## src/rtl/sound_sequencer.sv

```systemverilog
// sound_sequencer: plays short fixed melodies from an internal note ROM as a
// square wave, triggered by cue requests from the level state machine.
//
// Ports:
//   clk           system clock (table half-periods assume 50 MHz)
//   resetN        asynchronous active-low reset
//   startOfFrame  one-cycle pulse per video frame; note durations count these
//   sound_request cue code: 1=Win 2=Loss 3=Claw 4=Gold 5=Stone
//   play_sound    one-cycle strobe qualifying sound_request
//   mute          gates tone_out low without disturbing sequencing
//   tone_out      square-wave audio output
//   sound_busy    high while a melody is loaded or playing (registered)
//   active_sound  code of the melody in progress, 0 when idle (registered)
module sound_sequencer #(
    parameter int MAX_NOTES = 4,
    parameter int CNT_W     = 17
) (
    input  logic       clk,
    input  logic       resetN,
    input  logic       startOfFrame,
    input  logic [3:0] sound_request,
    input  logic       play_sound,
    input  logic       mute,
    output logic       tone_out,
    output logic       sound_busy,
    output logic [3:0] active_sound
);

    localparam int IDX_W = $clog2(MAX_NOTES + 1);

    typedef enum logic [1:0] {IDLE_ST, LOAD_ST, PLAY_ST} state_t;

    typedef struct packed {
        logic [2:0] note;
        logic [4:0] dur;
    } rom_entry_t;

    state_t             state, next_state;
    logic [3:0]         active_q;
    logic               busy_q;
    logic [IDX_W-1:0]   idx;
    logic [CNT_W-1:0]   half_period;
    logic [CNT_W-1:0]   tone_cnt;
    logic [7:0]         frame_cnt;
    logic               tone_q;
    logic               rest_q;

    // Melody ROM: {note, frames}; a zero duration ends the melody early.
    function automatic rom_entry_t rom(input logic [3:0] code, input logic [IDX_W-1:0] i);
        rom_entry_t e;
        e = '0;
        case (code)
            4'd1: case (i)
                IDX_W'(0): e = '{3'd4, 5'd6};
                IDX_W'(1): e = '{3'd5, 5'd6};
                IDX_W'(2): e = '{3'd6, 5'd6};
                IDX_W'(3): e = '{3'd7, 5'd12};
                default:   e = '0;
            endcase
            4'd2: case (i)
                IDX_W'(0): e = '{3'd6, 5'd8};
                IDX_W'(1): e = '{3'd5, 5'd8};
                IDX_W'(2): e = '{3'd4, 5'd8};
                IDX_W'(3): e = '{3'd1, 5'd16};
                default:   e = '0;
            endcase
            4'd3: if (i == IDX_W'(0)) e = '{3'd3, 5'd4};
            4'd4: case (i)
                IDX_W'(0): e = '{3'd5, 5'd3};
                IDX_W'(1): e = '{3'd7, 5'd6};
                default:   e = '0;
            endcase
            4'd5: case (i)
                IDX_W'(0): e = '{3'd1, 5'd4};
                IDX_W'(1): e = '{3'd2, 5'd4};
                default:   e = '0;
            endcase
            default: e = '0;
        endcase
        return e;
    endfunction

    // Half-period in clk cycles per note; 0 marks a rest.
    function automatic logic [CNT_W-1:0] note_hp(input logic [2:0] n);
        case (n)
            3'd1:    return CNT_W'(95420);
            3'd2:    return CNT_W'(71633);
            3'd3:    return CNT_W'(56818);
            3'd4:    return CNT_W'(47801);
            3'd5:    return CNT_W'(37936);
            3'd6:    return CNT_W'(31888);
            3'd7:    return CNT_W'(23889);
            default: return '0;
        endcase
    endfunction

    function automatic logic [1:0] prio(input logic [3:0] code);
        case (code)
            4'd1, 4'd2: return 2'd2;
            4'd4, 4'd5: return 2'd1;
            default:    return 2'd0;
        endcase
    endfunction

    logic       code_ok;
    logic       accept;
    rom_entry_t cur;
    logic       melody_end;

    assign code_ok    = (sound_request >= 4'd1) && (sound_request <= 4'd5);
    assign accept     = play_sound && code_ok &&
                        ((state == IDLE_ST) || (prio(sound_request) >= prio(active_q)));
    assign cur        = rom(active_q, idx);
    assign melody_end = (idx == IDX_W'(MAX_NOTES)) || (cur.dur == 5'd0);

    always_comb begin
        next_state = state;
        if (accept) begin
            next_state = LOAD_ST;
        end else begin
            case (state)
                LOAD_ST: next_state = melody_end ? IDLE_ST : PLAY_ST;
                PLAY_ST: if (startOfFrame && frame_cnt == 8'd1) next_state = LOAD_ST;
                default: next_state = state;
            endcase
        end
    end

    always_ff @(posedge clk or negedge resetN) begin
        if (!resetN) begin
            state       <= IDLE_ST;
            active_q    <= '0;
            busy_q      <= 1'b0;
            idx         <= '0;
            half_period <= '0;
            tone_cnt    <= '0;
            frame_cnt   <= '0;
            tone_q      <= 1'b0;
            rest_q      <= 1'b1;
        end else begin
            state  <= next_state;
            busy_q <= (next_state != IDLE_ST);

            // Tone generator free-runs through the whole PLAY_ST cycle,
            // including one where a new request or note change lands.
            if (state == PLAY_ST) begin
                if (tone_cnt == half_period - CNT_W'(1)) begin
                    tone_cnt <= '0;
                    if (!rest_q) tone_q <= ~tone_q;
                end else begin
                    tone_cnt <= tone_cnt + CNT_W'(1);
                end
            end

            // An accepted request overrides any frame decrement this cycle.
            if (accept) begin
                active_q <= sound_request;
                idx      <= '0;
            end else begin
                case (state)
                    LOAD_ST: begin
                        if (melody_end) begin
                            active_q <= '0;
                            idx      <= '0;
                            tone_q   <= 1'b0;
                        end else begin
                            half_period <= note_hp(cur.note);
                            rest_q      <= (cur.note == 3'd0);
                            frame_cnt   <= {3'b000, cur.dur};
                            tone_cnt    <= '0;
                            tone_q      <= 1'b0;
                        end
                    end
                    PLAY_ST: begin
                        if (startOfFrame) begin
                            frame_cnt <= frame_cnt - 8'd1;
                            if (frame_cnt == 8'd1) idx <= idx + IDX_W'(1);
                        end
                    end
                    default: ;
                endcase
            end
        end
    end

    assign tone_out     = tone_q & ~mute;
    assign sound_busy   = busy_q;
    assign active_sound = active_q;

endmodule
```

## config.mk

```make
export PLATFORM = sky130hd
export DESIGN_NAME = sound_sequencer
export DESIGN_NICKNAME = d
export VERILOG_FILES = /design/src/rtl/sound_sequencer.sv
export SDC_FILE = /design/constraint.sdc
export NUM_CORES = 1
export LEC_CHECK = 0
export CAP_MARGIN = 20
export CORE_MARGIN = 4
export CORE_UTILIZATION = 62
export DETAILED_ROUTE_END_ITERATION = 10
export GPL_ROUTABILITY_DRIVEN = 1
export PLACE_DENSITY_LB_ADDON = 0.25
export SYNTH_ARGS = -nofsm -noshare
export SYNTH_HDL_FRONTEND = slang
export SYNTH_SLANG_ARGS = --single-unit
```

## constraint.sdc

```tcl
create_clock -name clk -period 6.6 [get_ports clk]
set_input_delay 1.32 -clock clk [delete_from_list [all_inputs] [get_ports clk]]
set_output_delay 1.32 -clock clk [all_outputs]
set_load 0.03 [all_outputs]
```

# After elaboration in Yosys (flattened, before gate mapping)
# Index checks and enable logic that the tools add are counted.
[classes] addsub=4 order_cmp=3 n_eq_ne=29 muxes=34 bitwise=5 reduce_logical=23
[ops] op="17-bit case mux with 7 select lines" n=1
[ops] op="17-bit 2-to-1 mux" n=5
[ops] op="8-bit case mux with 4 select lines" n=2
[ops] op="8-bit case mux with 5 select lines" n=1
[ops] op="8-bit case mux with 2 select lines" n=2
[ops] op="17-bit by 1-bit adder with 17-bit output, second input constant" n=1
[ops] op="17-bit == test" n=1
[ops] op="17-bit by 1-bit subtractor with 17-bit output, second input constant" n=1
[ops] op="4-bit by 3-bit == test with 1-bit output, second input constant" n=4
[ops] op="8-bit 2-to-1 mux" n=2
[ops] op="3-bit == test, second input constant" n=5
[ops] op="7-bit case mux with 2 select lines" n=1
[ops] op="3-bit by 2-bit == test with 1-bit output, second input constant" n=4
[ops] op="4-bit by 2-bit == test with 1-bit output, second input constant" n=3
[ops] op="3-bit 2-to-1 mux" n=4
[ops] op="4-bit 2-to-1 mux" n=3
[ops] op="2-bit case mux with 2 select lines" n=3
[ops] op="3-bit != test, second input constant" n=3
[ops] op="4-bit by 1-bit == test with 1-bit output, second input constant" n=2
[ops] op="8-bit by 1-bit == test with 1-bit output, second input constant" n=1
[ops] op="4-bit AND reduction" n=2
[ops] op="2-bit nonzero test" n=4
[ops] op="2-bit OR reduction" n=4
[ops] op="8-bit by 1-bit subtractor with 8-bit output, second input constant" n=1
[ops] op="other kinds (22)" n=38
[word_totals] register_bits=54 in_bits=9 out_inout_bits=6

# Depth between registers and ports, before layout
# Gate-level depths: netlist of run 1.
[depth] ltp_word=9 mapped_depth=13 mapped_depth_nobuf=10

# Least setup slack after synthesis of run 1
# OpenSTA, ideal clock, no wires.
[synth_timing] path_kind="input port to flip-flop" from="input port sound_request[3]" to="register half_period[12]" setup_ps=119 arrival_ps=3376 required_ps=6481 slack_ps=3105 cell_stages=9 n_path_buf=2 path_cell_list="or3b_2 -> ha_1 -> o21ai_0 -> a21oi_1 -> nor2_1 -> and2_0 -> clkbuf_1 -> clkbuf_1 -> o21a_1"
[synth_between] elab_chain_cells=8
[synth_lines] element="start, declared" line_no="21" rtl="input logic [3:0] sound_request,"
[synth_lines] element="4-bit by 3-bit == test with 1-bit output (tied with other cells)" line_no="98" rtl="case (code)"
[synth_lines] element="2-bit OR reduction" line_no="98"
[synth_lines] element="2-bit case mux with 2 select lines" line_no="98"
[synth_lines] element="2-bit greater-or-equal comparator" line_no="112" rtl="((state == IDLE_ST) || (prio(sound_request) >= prio(active_q)));"
[synth_lines] element="1-bit logical OR" line_no="112"
[synth_lines] element="1-bit logical AND *" line_no="111" rtl="assign accept = play_sound && code_ok &&"
[synth_lines] element="1-bit NOT (no source line) *"
[synth_lines] element="3-bit AND reduction (no source line) *"
[synth_lines] element="end signal, assigned" line_no="167" rtl="half_period <= note_hp(cur.note);"
[synth_lines] element="end, declared" line_no="42" rtl="logic [CNT_W-1:0] half_period;"
# Mark *: on every way between the ends. The rest lies on a longest branch, timed or not.
# A chain may end at the register's enable or synchronous reset.

# Final worst setup path of run 1
[layout_timing] from="input port sound_request[2]" to="register tone_cnt[13]"
[layout_between] elab_chain_cells=7
[layout_lines] element="4-bit by 3-bit == test with 1-bit output (tied with other cells)" line_no="98"
[layout_lines] element="2-bit OR reduction" line_no="98"
[layout_lines] element="2-bit case mux with 2 select lines" line_no="98"
[layout_lines] element="2-bit greater-or-equal comparator" line_no="112"
[layout_lines] element="1-bit logical OR" line_no="112"
[layout_lines] element="1-bit logical AND *" line_no="111"
[layout_lines] element="17-bit 2-to-1 mux *" line_no="156" rtl="if (accept) begin"
[layout_lines] element="end signal, assigned" line_no="151" rtl="tone_cnt <= tone_cnt + CNT_W'(1);"
[layout_lines] element="end, declared" line_no="43" rtl="logic [CNT_W-1:0] tone_cnt;"
# Marks and branches as above.

==> summary.txt, run 1 <==
Synthesis
  • Syn nets: 449
  • Synth Area in XOR/XNOR: 9.18%
  • Synth Area in Compound Gates: 18.9%
  • Post-synth EDFFs: 0
  • Yosys reg bits: 52
  • Largest area contributor in the netlist: dfrtp_1
  • Adder-cell share of the synthesized area: 4.83%
  • Synth Area per Inst: 8.51 um2
  • Simple-gate portion of the synthesized area: 24.9%
  • Mapped Area: 3630 um2
  • Area contributors post-synth: dfrtp_1 35%, nor2_1 5.3%, ha_1 4.8%
  • Distinct cells, synth: 66
  • Synth top area share: 35.2%
  • Mapped Cells: 426
  • Register area share after synthesis: 35.9%
  • Mux cell area share after synthesis: 1.17%
  • YS warnings: 0
  • Ys flop type: dfrtp_1
  • Ys async rst share: 100%
  • Combinational family with the most area after synthesis: simple AND/OR/NAND/NOR gates

CTS
  • Cts repair resizes: 0
  • # hold bufs at CTS: 0
  • Postcts setup bufs: 0
  • Clock Sinks: 52
  • H-tree depth: 2
  • Clock tree buffer depth: 2
  • CTS tree: done
  • Worst skew pair latency: 320 ps
  • Clock root buffer: clkbuf_8
  • CTS Buf Count: 5
  • Clk slew on worst S/H paths: 100 ps

Finish
  • ANT cells: 0
  • Most frequent cells in the layout: 51 x nor2_1, 51 x dfrtp_1, 33 x nand2_1, 22 x inv_1
  • Area grow syn2layout: 6.25%
  • NumNets Final: 447
  • Fill cells: 481
  • Layout cell share with drive strength beyond 1: 4.94%

Detailed routing
  • Drt via density: 6.45
  • Drt pass-1 iters: 5
  • Via count: 3206
  • DRT antenna net count: 0
  • Final wirelength: 8510 um
  • Wire length per cell: 17.1 um
  • Initial drt markers: 282
  • Remaining DRCs: 0

Setup path
  • Worst-path maximum fanout: 22
  • Reg2Reg Depth: 9
  • Setup slack, reg-to-reg: 2940 ps
  • Reg2Reg Launch Point: idx[0]$_DFFE_PN0P_
  • CP endpoint kind: flop
  • Critical path type: input pin to flop
  • Worst reg2reg endpoint: tone_cnt[13]$_DFF_PN0_
  • CP startpoint kind: input pin
  • Req. time, crit path: 6850 ps
  • WP data arrival: 4640 ps

STA
  • Clock skew: 8.30 ps
  • Setup-failing EPs final: 0
  • RSZ-0062 raised after global routing: false
  • Worst Tran Pin Value: 907 ps
  • Setup TNS: 0 ps
  • Final period util: 66.6%
  • Max Freq: 228 MHz
  • Min Clock Period, post-route: 4400 ps
  • Slew Limit Fails: 0
  • Slew HR: 38.8%
  • Hold Vio Cnt, Final: 0

Outcome
  • Outcome: finished, final reports clean

Placement
  • GP Congestion: 0.898
  • Port Buf Inserts: 14
  • Hpwl dp: 6120 um

Die
  • Initial core utilization: 65.1%
  • Rows: 27
  • Die Span X: 84.5 um
  • Die extent in y: 84.5 um
  • DIE AREA: 7140 um2
  • I/O pin cnt: 15
  • Core Region: 5570 um2

Power and ir drop
  • Worst IR Drop VDD: 0.291 mV
  • Clock power frac: 11.5%
  • Internal Power: 0.000867 W
  • Sequential power share: 32.0%
  • Sw Pwr: 0.000861 W
  • PwrDens: 449 nW/um2
  • Final Power: 0.00173 W
  • Pleak: 1.63 nW
  • Sw Share: 49.8%
  • Logic pwr share: 56.5%

Job
  • Max-Cap Viols: 0

Global routing
  • Vias in the first global route: 3056
  • First-pass GRT wire length: 14300 um
  • Pin count of the biggest net entering global routing: 53
  • GR Util All Layers: 24.5%
  • GR Overflow Total: 0
  • Antenna violations before repair: 0

Worst hold path
  • HP Start: rest_q$_DFFE_PN1P_
  • Worst Hold Depth: 2
  • Hold Path End: rest_q$_DFFE_PN1P_
  • Min-delay worst type: flop to flop
cells by family after synthesis:
kind of cell,Yosys count
AND/OR/NAND/NOR,175
multiplexers,4
AO/OA/AOI/OAI,97
flip-flops,52
buffers and inverters,46
adder cells (fa/ha/maj),14
XOR/XNOR,38
metal layers:
metal	wire length, um	part of all wire [%]	up-vias	track usage (%)
met5	0	0	-	0
met4	316	3.7	0	11.4
met3	465	5.5	32	3.43
met2	4120	48	134	41.8
met1	3600	42	1510	30.7
li1	-	-	1530	-
registers in the layout, indices dropped and copies added (netlist names):
name and cells:
half_period 15, frame_cnt 8, rest_q 1, tone_cnt 17, state 2, sound_busy 1, tone_q 1, idx 3
active_sound 4
power by group through the flow:
stage | clock (W) | sequential [W] | combinational (W)
6_report | 0.000199 | 0.000554 | 0.000976
3_5_place_dp | 0 | 0.000554 | 0.000958
3_3_place_gp | 0 | 0.000551 | 0.000930
2_1_floorplan | 0 | 0.000494 | 0.000798
4_1_cts | 0.000200 | 0.000548 | 0.000964
5_1_grt | 0.000217 | 0.000568 | 0.00108
cell type report:
class	instances	area, um2	area share [%]
clock inverters	2	15.0	0.390
flip-flops and latches	52	1300	33.8
multi-input cells	328	2140	55.5
clock buffers	6	82.6	2.14
inverters	22	82.6	2.14
repair buffers	15	143	3.70
well taps	72	90.1	2.34
per-stage QoR:
step	hold slack [ps]	instances	util (%)	worst slack, ps	area (um2)
final	505	497	69.1	2200	3850
after global placement	483	489	67.4	2070	3750
after global routing	534	497	69.1	2020	3850
after floorplan	444	426	-	3110	3630
after detailed placement	481	489	67.4	1930	3750
after CTS	505	497	69.1	2270	3850
Yosys cell counts (all sizes together), types with 7 or more instances:
cell type and number:
o21ai 19, a21oi 20, nand4 14, ha 14, xnor2 18, inv 22
nor3 11, or3 7, o31ai 9, clkbuf 18, xor2 20, nand3 15
nor2 51, dfrtp 51, nand2 33
worst max-delay path: stages:
cell	delay [ps]
clkdlybuf4s50_1	530
or3b_2	460
ha_1	300
o21ai_0	110
a21oi_1	660
nor2_1	150
nand2_1	540
o21ai_2	370
nor2_1	190
how the worst max path moves through the flow:
stage,start,end
2_1_floorplan,sound_request[3],half_period[12]$_DFFE_PN0P_
3_3_place_gp,sound_request[2],tone_cnt[8]$_DFF_PN0_
6_report,sound_request[2],tone_cnt[13]$_DFF_PN0_
5_1_grt,sound_request[2],tone_cnt[12]$_DFF_PN0_
4_1_cts,sound_request[2],tone_cnt[7]$_DFF_PN0_
3_5_place_dp,sound_request[2],tone_cnt[13]$_DFF_PN0_
Power figures use the tool's default switching activity.
==> run 2: changes to the inputs <==
--- a/config.mk
+++ b/config.mk
@@ -7,7 +7,7 @@
 export LEC_CHECK = 0
 export CAP_MARGIN = 20
 export CORE_MARGIN = 4
-export CORE_UTILIZATION = 62
+export CORE_UTILIZATION = 61
 export DETAILED_ROUTE_END_ITERATION = 10
 export GPL_ROUTABILITY_DRIVEN = 1
 export PLACE_DENSITY_LB_ADDON = 0.25
==> constraint.sdc (replaced) <==
create_clock -name clk -period 4.6 [get_ports clk]
set_input_delay 0.92 -clock clk [delete_from_list [all_inputs] [get_ports clk]]
set_output_delay 0.92 -clock clk [all_outputs]
set_load 0.03 [all_outputs]
==> run 2 against run 1 <==
Net effect: hold slack worse by 8.7 ps; sequential cell count unchanged; register-to-register slack worse by 1900 ps; first-iteration DRC count down 39%; core utilization down 0.98 points; critical path type unchanged; largest power group unchanged; highest routed layer unchanged.
==> summary.txt, run 2 (synthesized netlist as in run 1, its figures left out) <==
Detailed routing
  • DRT antenna net count: 0
  • Wire length per cell: 16.2 um
  • Initial drt markers: 173
  • Via count: 3194
  • Final wirelength: 8070 um
  • Drt via density: 6.43
  • Drt pass-1 iters: 5
  • Remaining DRCs: 0

CTS
  • Clock root buffer: clkbuf_8
  • Postcts setup bufs: 0
  • Clk slew on worst S/H paths: 90 ps
  • Clock Sinks: 52
  • CTS tree: done
  • Cts repair resizes: 0
  • # hold bufs at CTS: 0
  • Clock tree buffer depth: 2
  • H-tree depth: 2
  • Worst skew pair latency: 310 ps
  • CTS Buf Count: 5

STA
  • RSZ-0062 raised after global routing: false
  • Final period util: 86.7%
  • Setup WS post-layout: 610 ps
  • Slew HR: 38.8%
  • Slew Limit Fails: 0
  • Setup-failing EPs final: 0
  • Hold Vio Cnt, Final: 0
  • Max Freq: 251 MHz
  • Clock skew: 6.66 ps
  • Setup TNS: 0 ps
  • Worst Tran Pin Value: 906 ps
  • Min Clock Period, post-route: 3990 ps

Finish
  • ANT cells: 0
  • Area of the multi-input gates: 2140 um2
  • Reg area: 1300 um2
  • Max reg flops: 17
  • Area grow syn2layout: 6.00%
  • Fill cells: 450
  • Layout cell share with drive strength beyond 1: 4.71%
  • Largest Register: tone_cnt
  • Final Core Density: 68.1%
  • NumNets Final: 447
  • Most frequent cells in the layout: 51 x nor2_1, 51 x dfrtp_1, 33 x nand2_1, 22 x inv_1
  • Biggest regs: tone_cnt x17, half_period x15, frame_cnt x8
  • Fin cells: 497

Die
  • Die extent in y: 85.1 um
  • Die Span X: 85.1 um
  • Core Region: 5640 um2
  • Initial core utilization: 64.3%
  • I/O pin cnt: 15
  • DIE AREA: 7240 um2
  • Rows: 27

Placement
  • GP Congestion: 0.934
  • Hpwl dp: 5920 um
  • Port Buf Inserts: 14
  • Pre-CTS setup slack: 342 ps
  • Placed insts: 489

Power and ir drop
  • Final Power: 0.00243 W
  • Pleak: 1.63 nW
  • Worst IR Drop VDD: 0.432 mV
  • PwrDens: 632 nW/um2

Setup path
  • CP max-delay cell: a21oi_1
  • CP endpoint kind: flop
  • Req. time, crit path: 4830 ps
  • Most common cell on crit path: nor2_1
  • Critical Path, Cell by Cell: clkdlybuf4s50_1 -> or3b_2 -> ha_1 -> o21ai_0 -> a21oi_1 -> nor2_1 -> nand2_1 -> o21ai_2 -> nor2_1
  • CP peak stage delay: 630 ps
  • WP data arrival: 4220 ps
  • Critical path type: input pin to flop
  • CP startpoint kind: input pin
  • Worst-path maximum fanout: 22

Global routing
  • M1 GR Usage: 28.1%
  • Gr busiest metal: met2
  • Pin count of the biggest net entering global routing: 53
  • Antenna violations before repair: 0
  • GR Overflow Total: 0
  • Vias in the first global route: 3024
  • GR Util All Layers: 22.8%
  • Met3 Use GR: 3.40%
  • First-pass GRT wire length: 13600 um
  • Met2 GRT Util: 39.9%

Worst hold path
  • Min-delay worst type: flop to flop

Outcome
  • Outcome: finished, final reports clean

Job
  • Max-Cap Viols: 0
[run 2: cell count changes in the layout (fill, tap and decap cells not counted), sizes merged]
| cell | before | now |
|---|---|---|
| clkinv | 0 | 1 |
| clkinvlp | 2 | 1 |
[run 2: worst max-delay path, delay by kind of cell]
family	cells	cell delay, ps
fa+ha+maj	1	280
simple gates	4	1360
buf+inv	1	540
compound gates	3	1120
[run 2: path summary, 6_finish.rpt]
check | startpoint | end | slack [ps] | cells after the start
min in group asynchronous | resetN | tone_cnt[9]$_DFF_PN0_ | 710 | 2
worst min-delay path | rest_q$_DFFE_PN1P_ | rest_q$_DFFE_PN1P_ | 500 | 2
worst max register to register | idx[0]$_DFFE_PN0P_ | tone_cnt[11]$_DFF_PN0_ | 1010 | 9
worst min register to register | rest_q$_DFFE_PN1P_ | rest_q$_DFFE_PN1P_ | 500 | 2
worst max-delay path | sound_request[2] | tone_cnt[11]$_DFF_PN0_ | 610 | 9
max in group asynchronous | resetN | frame_cnt[3]$_DFFE_PN0P_ | 3450 | 2
[run 2: routing by layer]
metal	wire (um)	up-vias
li1	-	1538
met1	3500	1517
met2	4000	121
met3	379	18
met4	187	0
met5	0	-
[run 2: cell type report]
cell class / instances / share of cell area (%)
multi-input combinational: 328 / 55.6
sequential: 52 / 33.9
timing repair buffer: 15 / 3.71
tap: 72 / 2.34
inverter: 22 / 2.15
clock buffer: 6 / 1.89
clock inverter: 2 / 0.423
[run 2: stage by stage]
| step | area [um2] | hold WS, ps |
|---|---|---|
| 2_1_floorplan | 3630 | 444 |
| 3_3_place_gp | 3750 | 460 |
| 3_5_place_dp | 3750 | 474 |
| 4_1_cts | 3840 | 491 |
| 5_1_grt | 3840 | 520 |
| 6_report | 3840 | 497 |
[run 2: power by group]
group | total [W] | switching [W] | internal, W
registers | 0.000786 | 0.000199 | 0.000587
logic | 0.00138 | 0.000848 | 0.000533
clock network | 0.000262 | 0.000154 | 0.000109
